`config.mk`:
```
export PLATFORM = sky130hd
export DESIGN_NAME = alu_arbiter
export DESIGN_NICKNAME = d
export VERILOG_FILES = /design/src/rtl/alu_arbiter.sv
export SDC_FILE = /design/constraint.sdc
export NUM_CORES = 1
export LEC_CHECK = 0
export CORE_AREA = 2 2 119 121
export DETAILED_ROUTE_END_ITERATION = 10
export DIE_AREA = 0 0 121 123
export GPL_ROUTABILITY_DRIVEN = 0
export HOLD_SLACK_MARGIN = 0.05
export PLACE_DENSITY = 0.84
export SETUP_SLACK_MARGIN = 0.5
export SLEW_MARGIN = 20
export SYNTH_ARGS = -nofsm -noshare
export SYNTH_HDL_FRONTEND = slang
export SYNTH_SLANG_ARGS = --single-unit
```
`constraint.sdc`:
```
create_clock -name clk -period 2.2 [get_ports clk]
set_input_delay 0.22 -clock clk [delete_from_list [all_inputs] [get_ports clk]]
set_output_delay 0.22 -clock clk [all_outputs]
set_load 0.02 [all_outputs]
```
`src/rtl/alu_arbiter.sv`:
```
// rtl/alu_arbiter.sv - round-robin arbiter sharing one combinational ALU between two requesters
// One op in flight: IDLE accepts, EXEC lets the ALU settle, RESP holds the result until consumed.
module alu_arbiter #(
  parameter int WIDTH = 32,
  parameter int OPW   = 3
) (
  input  logic             clk,
  input  logic             rst_n,
  input  logic             req0_valid,
  output logic             req0_ready,
  input  logic [WIDTH-1:0] req0_a,
  input  logic [WIDTH-1:0] req0_b,
  input  logic [OPW-1:0]   req0_op,
  output logic             resp0_valid,
  input  logic             resp0_ready,
  output logic [WIDTH-1:0] resp0_c,
  input  logic             req1_valid,
  output logic             req1_ready,
  input  logic [WIDTH-1:0] req1_a,
  input  logic [WIDTH-1:0] req1_b,
  input  logic [OPW-1:0]   req1_op,
  output logic             resp1_valid,
  input  logic             resp1_ready,
  output logic [WIDTH-1:0] resp1_c,
  output logic [WIDTH-1:0] alu_a,
  output logic [WIDTH-1:0] alu_b,
  output logic [OPW-1:0]   alu_op,
  input  logic [WIDTH-1:0] alu_c,
  output logic             busy
);

  typedef enum logic [1:0] {IDLE, EXEC, RESP} state_e;

  state_e           state_q, state_d;
  logic             prio_q, prio_d;
  logic             owner_q, owner_d;
  logic [WIDTH-1:0] a_q, a_d;
  logic [WIDTH-1:0] b_q, b_d;
  logic [OPW-1:0]   op_q, op_d;
  logic [WIDTH-1:0] res_q, res_d;
  logic             grant;
  logic             accept;
  logic             owner_ready;

  // Contention goes to prio; otherwise whoever is valid (defaults to 0 when nobody is).
  assign grant       = (req0_valid & req1_valid) ? prio_q : req1_valid;
  assign req0_ready  = (state_q == IDLE) & req0_valid & ~grant;
  assign req1_ready  = (state_q == IDLE) & req1_valid & grant;
  assign accept      = req0_ready | req1_ready;
  assign owner_ready = owner_q ? resp1_ready : resp0_ready;

  always_comb begin
    state_d = state_q;
    prio_d  = prio_q;
    owner_d = owner_q;
    a_d     = a_q;
    b_d     = b_q;
    op_d    = op_q;
    res_d   = res_q;
    case (state_q)
      IDLE: begin
        if (accept) begin
          owner_d = grant;
          a_d     = grant ? req1_a  : req0_a;
          b_d     = grant ? req1_b  : req0_b;
          op_d    = grant ? req1_op : req0_op;
          state_d = EXEC;
        end
      end
      EXEC: begin
        res_d   = alu_c;
        state_d = RESP;
      end
      RESP: begin
        if (owner_ready) begin
          prio_d  = ~owner_q;
          state_d = IDLE;
        end
      end
      default: state_d = IDLE;
    endcase
  end

  always_ff @(posedge clk or negedge rst_n) begin
    if (!rst_n) begin
      state_q <= IDLE;
      prio_q  <= 1'b0;
      owner_q <= 1'b0;
      a_q     <= '0;
      b_q     <= '0;
      op_q    <= '0;
      res_q   <= '0;
    end else begin
      state_q <= state_d;
      prio_q  <= prio_d;
      owner_q <= owner_d;
      a_q     <= a_d;
      b_q     <= b_d;
      op_q    <= op_d;
      res_q   <= res_d;
    end
  end

  // Result data is gated so an idle response channel always reads zero.
  assign resp0_valid = (state_q == RESP) & ~owner_q;
  assign resp1_valid = (state_q == RESP) & owner_q;
  assign resp0_c     = resp0_valid ? res_q : '0;
  assign resp1_c     = resp1_valid ? res_q : '0;
  assign alu_a       = a_q;
  assign alu_b       = b_q;
  assign alu_op      = op_q;
  assign busy        = (state_q != IDLE);

endmodule

```
==> reports/qor.yml <==
utilization: 0.677
antenna_found_initial: 0
antennaDiodeCount: 0
drive_above_1_share: 0.251
synth.distinct_cells: 20
crit_fanout: 8
status: "finished clean"
tightest_slew_ns: 0.563
drtIter0Drc: 381
place.detailed.hpwl_mm: 12.9
syn_area_per_cell_um2: 9.34
cts_tree: "done"
vdd_drop_max_uv: 593
syn-cell-area_um2: 5170
cts_buffers: 9
firstDrtPassIters: 4
die_w_um: 121
synth-seq-cells: 103
max_cap_viol_count: 0
drt-vias-per-instance: 5.46
synth_edf_count: 0
num_vias: 5629
fin_nets: 1018
p_per_area_nw_per_um2: 1350
relSlewSlack: 0.625
ys_warn_count: 0
drc: 0
ant_nets: 0
synth.largest_area_cell: "dfrtp_1"
synth_top_area_frac: 0.499
fin_skew_ns: 0.00437
synthesis.nets: 725
port_buffers: 307
area_growth_syn_to_layout_pct: 78.3
rows: 43
setup_viol: 0
cp.arrival_ns: 1.60
synth-async-reset-ratio: 1.00
ys_top_cells_by_area: "dfrtp_1, a31oi_1, and2_1"
period_share: 0.826
die_y_um: 123
hold_path_class: "input pin to asynchronous set/reset pin"
root_buffer: "clkbuf_16"
path_class: "register to output pin"
total_power_mw: 12.4
p_leak_nw: 3.77
endpoint_kind: "output pin"
mostFrequentLayoutCell: "clkdlybuf4s50_1"
fin_crit_ns: 1.82
core_area_um2: 13600
mostFrequentLayoutCells: "clkdlybuf4s50_1, dfrtp_1, a21oi_1, o21ai_0, a31oi_1"
grt-ovfl-total: 0
reg2regPathDepth: 6
clock_latency_ns: 0.35
fmax_mhz: 550
rsz0062_at_grt: "true"
setup_tns_ns: 0
start_util: 0.380
synthFlopType: "dfrtp_1"
dieArea_um2: 14900
wirelength_mm: 20.5
required_ns: 1.98
hold_viol: 0
grt_usage: 0.253
grt_pass1_vias: 5368
clk_pin_slew_ns: 0.07
cts.path.max_buffers: 2
ios: 308
wl_per_cell_um: 19.9
grt_start_max_net_pins: 57
htree_levels: 3
critPathLaunchType: "register"
clock_sinks: 103
syn_inst: 553
grt_pass1_wl_mm: 29.1
final_max_slew_viol_count: 0
seq_area_frac_synth: 0.499
## stage by stage
step	hold WS (ns)	setup slack, ns	area, um2	std cells
after floorplan	-0.0756	0.543	5170	553
after global placement	0.124	0.316	8410	996
after detailed placement	0.127	0.236	8410	996
after CTS	0.289	0.353	8850	1023
after global routing	0.317	0.341	9210	1031
final	0.303	0.383	9210	1031
## routing by layer
metal,vias to the layer above,track usage,share of wire
met3,59,0.0729,0.082
met2,276,0.441,0.51
met4,0,0.119,0.042
met5,-,0,0
li1,2579,-,-
met1,2715,0.285,0.37
## worst max-delay path: stages (launching register included)
cell and delay [ns]:
dfrtp_2 0.45, and3_4 0.30, buf_12 0.12, buf_16 0.12, and2_4 0.15, buf_6 0.11
## sequential cells by signal, indices dropped and copies added (netlist names)
name / flops
res_q: 32
alu_a: 32
prio_q: 1
owner_q: 1
alu_op: 3
alu_b: 32
state_q: 2
## where the power goes
| part | internal [mW] | switching (mW) |
|---|---|---|
| clock | 1.06 | 0.710 |
| sequential | 2.88 | 0.742 |
| combinational | 3.51 | 3.51 |
## cells by family (layout without fill, tap and decap cells)
group,count (synthesis),in the layout,share of synthesized area
AO/OA/AOI/OAI,208,208,0.219
buffers and inverters,66,364,0.0574
AND/OR/NAND/NOR,144,144,0.155
multiplexers,32,32,0.0698
flip-flops,103,103,0.499
## synthesized netlist by cell type (3+ instances only)
master    number
nand3_1       67
nor2_1         5
buf_2         15
dfrtp_1      103
and2_1        65
mux2_2        32
inv_1          3
buf_6          4
a31oi_1       68
o21ai_0       69
clkbuf_1      43
a21oi_1       69
## path summary, 6_finish.rpt
check,start,endpoint,slack (ns)
max,state_q[1],resp1_c[29],0.38
min,rst_n,alu_b[0],0.30
max reg2reg,state_q[0],alu_a[9],0.56
min reg2reg,res_q[30],res_q[30],0.55
max in group asynchronous,rst_n,alu_b[30],1.22
min in group clk,req1_valid,alu_a[21],0.33
## timing repair
action | 4_1_cts | 5_1_grt
gates resized for setup | 377 | 68
gates cloned | 3 | 5
buffers inserted | 7 | 3
hold endpoints to repair | 19 | 0
hold buffers | 1 | 0
pin swaps | 7 | 9
setup endpoints to repair | 137 | 109
## layout make-up
class	count	area [um2]
clock buffers	11	253
clock inverters	5	80.1
fillers	1089	4400
inverters	4	15.0
multi-input cells	384	2450
flip-flops and latches	103	2580
well taps	180	225
repair buffers	344	3610
Power figures use the tool's default switching activity.
